<file path="src/rtl/suma_carga_multi.sv">
// suma_carga_multi: serial multi-battery charge totaliser.
// One shared adder walks the captured channels, one per clock.
module suma_carga_multi #(
  parameter  int N_BATERIAS  = 4,
  parameter  int ANCHO       = 4,
  parameter  int UMBRAL      = 3,
  localparam int ANCHO_TOTAL = ANCHO + $clog2(N_BATERIAS),
  localparam int ANCHO_CNT   = $clog2(N_BATERIAS + 1)
) (
  input  logic                          clk,
  input  logic                          rst_n,
  input  logic                          in_valid,
  output logic                          in_ready,
  input  logic [N_BATERIAS*ANCHO-1:0]   cargas,
  input  logic [N_BATERIAS-1:0]         mascara,
  output logic                          out_valid,
  input  logic                          out_ready,
  output logic [ANCHO_TOTAL-1:0]        carga_total,
  output logic [ANCHO_CNT-1:0]          num_activas,
  output logic [N_BATERIAS-1:0]         alarma_baja
);

  localparam int ANCHO_IDX = $clog2(N_BATERIAS);

  localparam logic [1:0] IDLE  = 2'd0;
  localparam logic [1:0] SUMA  = 2'd1;
  localparam logic [1:0] HECHO = 2'd2;

  logic [1:0]             r_estado;
  logic [ANCHO_IDX-1:0]   r_idx;
  logic [ANCHO-1:0]       r_canal [N_BATERIAS];
  logic [N_BATERIAS-1:0]  r_mascara;
  logic [ANCHO_TOTAL-1:0] r_acc;
  logic [ANCHO_CNT-1:0]   r_cnt;
  logic [N_BATERIAS-1:0]  r_alarma;

  logic                   w_acepta;
  logic                   w_ultimo;
  logic                   w_activo;
  logic                   w_bajo;
  logic [ANCHO-1:0]       w_carga;
  logic [ANCHO_TOTAL-1:0] w_acc_sig;
  logic [ANCHO_CNT-1:0]   w_cnt_sig;
  logic [N_BATERIAS-1:0]  w_alarma_sig;

  // Handshake flags; in_ready is held low while reset is asserted.
  assign in_ready  = (r_estado == IDLE) & rst_n;
  assign out_valid = (r_estado == HECHO);
  assign w_acepta  = (r_estado == IDLE) & in_valid;
  assign w_ultimo  = (r_idx == ANCHO_IDX'(N_BATERIAS - 1));

  // Current channel view and the next accumulator state it produces.
  always_comb begin
    w_carga      = r_canal[r_idx];
    w_activo     = r_mascara[r_idx];
    w_bajo       = (32'(w_carga) < 32'(UMBRAL));
    w_acc_sig    = r_acc;
    w_cnt_sig    = r_cnt;
    w_alarma_sig = r_alarma;
    if (w_activo) begin
      w_acc_sig = r_acc + ANCHO_TOTAL'(w_carga);
      w_cnt_sig = r_cnt + ANCHO_CNT'(1);
      w_alarma_sig[r_idx] = w_bajo;
    end
  end

  // Control FSM: IDLE -> SUMA (fixed N clocks) -> HECHO -> IDLE.
  always_ff @(posedge clk or negedge rst_n) begin
    if (!rst_n) begin
      r_estado <= IDLE;
      r_idx    <= '0;
    end else begin
      unique case (r_estado)
        IDLE: begin
          if (w_acepta) begin
            r_estado <= SUMA;
            r_idx    <= '0;
          end
        end
        SUMA: begin
          r_idx <= r_idx + ANCHO_IDX'(1);
          if (w_ultimo) begin
            r_estado <= HECHO;
            r_idx    <= '0;
          end
        end
        HECHO: begin
          if (out_ready) begin
            r_estado <= IDLE;
          end
        end
        default: begin
          r_estado <= IDLE;
          r_idx    <= '0;
        end
      endcase
    end
  end

  // Request capture and serial accumulation.
  always_ff @(posedge clk or negedge rst_n) begin
    if (!rst_n) begin
      for (int i = 0; i < N_BATERIAS; i++) begin
        r_canal[i] <= '0;
      end
      r_mascara <= '0;
      r_acc     <= '0;
      r_cnt     <= '0;
      r_alarma  <= '0;
    end else if (w_acepta) begin
      for (int i = 0; i < N_BATERIAS; i++) begin
        r_canal[i] <= cargas[i*ANCHO +: ANCHO];
      end
      r_mascara <= mascara;
      r_acc     <= '0;
      r_cnt     <= '0;
      r_alarma  <= '0;
    end else if (r_estado == SUMA) begin
      r_acc    <= w_acc_sig;
      r_cnt    <= w_cnt_sig;
      r_alarma <= w_alarma_sig;
    end
  end

  // Result registers: loaded with the last channel folded in, then held.
  always_ff @(posedge clk or negedge rst_n) begin
    if (!rst_n) begin
      carga_total <= '0;
      num_activas <= '0;
      alarma_baja <= '0;
    end else if ((r_estado == SUMA) && w_ultimo) begin
      carga_total <= w_acc_sig;
      num_activas <= w_cnt_sig;
      alarma_baja <= w_alarma_sig;
    end
  end

endmodule
</file>
<file path="config.mk">
export PLATFORM = sky130hd
export DESIGN_NAME = suma_carga_multi
export DESIGN_NICKNAME = d
export VERILOG_FILES = /design/src/rtl/suma_carga_multi.sv
export SDC_FILE = /design/constraint.sdc
export NUM_CORES = 1
export LEC_CHECK = 0
export ABC_AREA = 1
export CAP_MARGIN = 20
export CORE_ASPECT_RATIO = 1.4
export CORE_UTILIZATION = 44
export DETAILED_ROUTE_END_ITERATION = 16
export PLACE_DENSITY = 0.68
export SYNTH_ARGS = -nofsm -noshare
export SYNTH_HDL_FRONTEND = slang
export SYNTH_SLANG_ARGS = --single-unit
</file>
<file path="constraint.sdc">
create_clock -name clk -period 1.9 [get_ports clk]
set_input_delay 0.57 -clock clk [delete_from_list [all_inputs] [get_ports clk]]
set_output_delay 0.57 -clock clk [all_outputs]
set_load 0.05 [all_outputs]
</file>
==> reports/results.ini <==
[yosys]
synth_warnings=0
synth_cells=311
synth_area_per_cell_um2=8.36
syn_nets=345
syn_area_um2=2600
ys_seq_area_share_pct=48.1
synth_seq_cells=50
synth_cell_type_count=28

[worst_setup_path]
r2r_slack_ns=-0.07
r2r_cells=10
cp_max_fo=6
end_kind=register
worstSetupPathType=reg2reg
cp.arrival_ns=2.15
rr_endpoint=r_acc[2]$_DFFE_PN0P_
reg2reg_from=r_idx[0]$_DFFE_PN0P_
required_ns=2.08
cp-start-kind=register

[power_and_ir_drop]
power.total_mw=6.77
power_frac_comb_pct=60.9
seqPwrFrac_pct=27.4
clockPowerShare_pct=11.7
p_int_mw=3.59
ir_worst_vdd_mv=0.786
power.share.switching_pct=47.0
p_leak_nw=1.68
switchingPower_mw=3.18
powerDensity_nw_per_um2=2010

[routing]
drtPass1Iterations=4
routed_wl_um=5340
drc=0
wl_per_cell_um=12.4
ant_nets=0
vias=2113
drt_iter0_markers=151
vias_per_cell=4.91

[sta]
worstMarginPinSlew_ns=0.616
setup_viol=3
whs_ns=0.436
min_period_over_period_pct=104
hold_viol=0
period_needed_ns=1.97
drv_slew=0
rsz0062_at_grt=true
fmax_mhz=507
max-slew-margin-rel_pct=58.9
fin_skew_ns=0.0103
setup_ws_ns=-0.0714

[final_layout]
final_cell_mix=119 x nand2_1, 49 x dfrtp_1, 23 x buf_4
finish.instance_area_um2=3360
synthToLayoutAreaGrowth_pct=29.3
insertedDiodeCount=0
register_area_um2=1250
multiInputGateArea_um2=1280
finalNonFillerCells=430
n_fill_cell=498
nets=395
layout_commonest_cell=nand2_1
layout-drive-gt1-share_pct=26.5

[global_route]
grt_usage_pct=19.7
met1_usage_pct=24.1
grt_max_degree=51
use_met3_pct=2.96
first_global_vias=2046
grt_overflow=0
use_met2_pct=33.9
antenna_found_initial=0
grt_pass1_wl_um=9320
busiest_layer=met2

[floorplanning]
die-area_um2=6220
coreArea_um2=5610
start_util_pct=46.4
ios=39
row_count=32
die_h_um=93.0
die_w_um=67.0

[placed_design]
hpwl_um=3730
place_ws_ns=-0.0463
dp_cells=418
place_area_um2=3080
port-buffer-count=38
place_congestion=0.803

[status]
status=finished with violations
violations=setup timing

[clock_network]
insertion_delay_ns=0.30
cts_tree=yes
clock_path_buffers=2
clk_pin_slew_ns=0.09
cts_hold_buffers=0
numCtsBuffers=5
clockRootBuffer=clkbuf_8
cts.sinks=50
cts_max_level=2

[job]
max-cap-violations=0

[hold_path]
hp-class=in2async

## cells by family (layout without fill, tap and decap cells)
| group | count (synthesis) | count (layout) | share of synthesized area (%) |
|---|---|---|---|
| flops | 50 | 50 | 48.1 |
| fa+ha+maj | 10 | 10 | 5.10 |
| compound gates | 39 | 39 | 9.91 |
| xor+xnor | 3 | 3 | 1.01 |
| buf+inv | 40 | 91 | 7.84 |
| simple gates | 169 | 169 | 28.0 |
## area by class of cell
| type | instances | area share [%] |
|---|---|---|
| Inverter | 31 | 3.83 |
| Timing Repair Buffer | 52 | 14.6 |
| Sequential cell | 50 | 37.3 |
| Tap cell | 68 | 2.53 |
| Clock buffer | 6 | 2.46 |
| Multi-Input combinational cell | 221 | 38.1 |
| Clock inverter | 2 | 1.15 |
## cells in the mapped netlist
master / count / share of area [%]
a21oi_1: 1 / 0.19
buf_2: 1 / 0.19
buf_4: 2 / 0.58
buf_6: 5 / 2.2
clkbuf_1: 1 / 0.14
dfrtp_1: 50 / 48
fa_1: 1 / 0.77
ha_1: 9 / 4.3
inv_1: 23 / 3.3
inv_2: 6 / 0.87
inv_4: 1 / 0.24
inv_6: 1 / 0.34
nand2_1: 130 / 19
nand2_2: 1 / 0.24
nand3_1: 23 / 4.4
nand3b_1: 2 / 0.58
nor2_1: 8 / 1.2
nor2_8: 3 / 2.3
nor3b_1: 1 / 0.29
o21ai_0: 18 / 3.5
o21ai_1: 3 / 0.58
o21ai_2: 8 / 2.7
o21bai_2: 4 / 1.7
o22ai_1: 4 / 0.96
o31ai_1: 1 / 0.29
or2_2: 1 / 0.24
xnor2_1: 2 / 0.67
xor2_1: 1 / 0.34
## state kept, by name, summed over array words and instances (netlist names)
register and count:
alarma_baja 4, carga_total 6, num_activas 3, r_acc 6
r_alarma 4, r_canal 16, r_cnt 3, r_estado 2
r_idx 2, r_mascara 4
## how the worst max path moves through the flow
stage / start / to / slack (ns)
floorplan: r_idx[0]$_DFFE_PN0P_ / r_acc[1]$_DFFE_PN0P_ / 0.01
global placement: r_idx[0]$_DFFE_PN0P_ / carga_total[5]$_DFFE_PN0P_ / 0.04
detailed placement: r_idx[0]$_DFFE_PN0P_ / r_acc[3]$_DFFE_PN0P_ / -0.05
CTS: r_idx[0]$_DFFE_PN0P_ / r_acc[2]$_DFFE_PN0P_ / -0.007
global route: r_idx[0]$_DFFE_PN0P_ / r_acc[2]$_DFFE_PN0P_ / -0.15
finish: r_idx[0]$_DFFE_PN0P_ / r_acc[2]$_DFFE_PN0P_ / -0.07
## what timing repair did
item / 4_1_cts / 5_1_grt
pin swaps: 10 / 7
buffers inserted: 3 / 1
setup endpoints to repair: 5 / 16
gates cloned: 0 / 0
resized for setup: 23 / 18
## per-stage QoR
step,utilization [%],TNS (ns)
finish,60.0,-0.105
global route,60.0,-0.665
CTS,58.6,-0.00657
detailed placement,54.9,-0.0825
global placement,54.9,0
floorplan,-,0
## power groups by stage
stage	Sequential, mW	Clock [mW]	Combinational [mW]
after global routing	1.92	0.859	4.59
after CTS	1.84	0.816	3.86
after floorplan	2.19	0	2.35
after detailed placement	1.84	0	3.59
after global placement	1.83	0	3.50
final	1.85	0.793	4.12
## critical path, stage by stage (launching register included)
cell     delay, ns
dfrtp_2       0.46
buf_6         0.15
buf_6         0.12
nand2_2       0.06
nand3_2       0.06
nand2_2       0.11
inv_2         0.05
fa_2          0.38
xnor2_2       0.16
o21ai_2       0.17
o22ai_1       0.11
## per-layer routing
metal / share of wire, % / wire length [um] / vias to the layer above
met5: 0 / 0 / -
met2: 54 / 2870 / 41
li1: - / - / 1077
met1: 41 / 2210 / 986
met4: 2.1 / 110 / 0
met3: 2.8 / 147 / 9
Note: power is estimated with default switching activity, not from simulation.
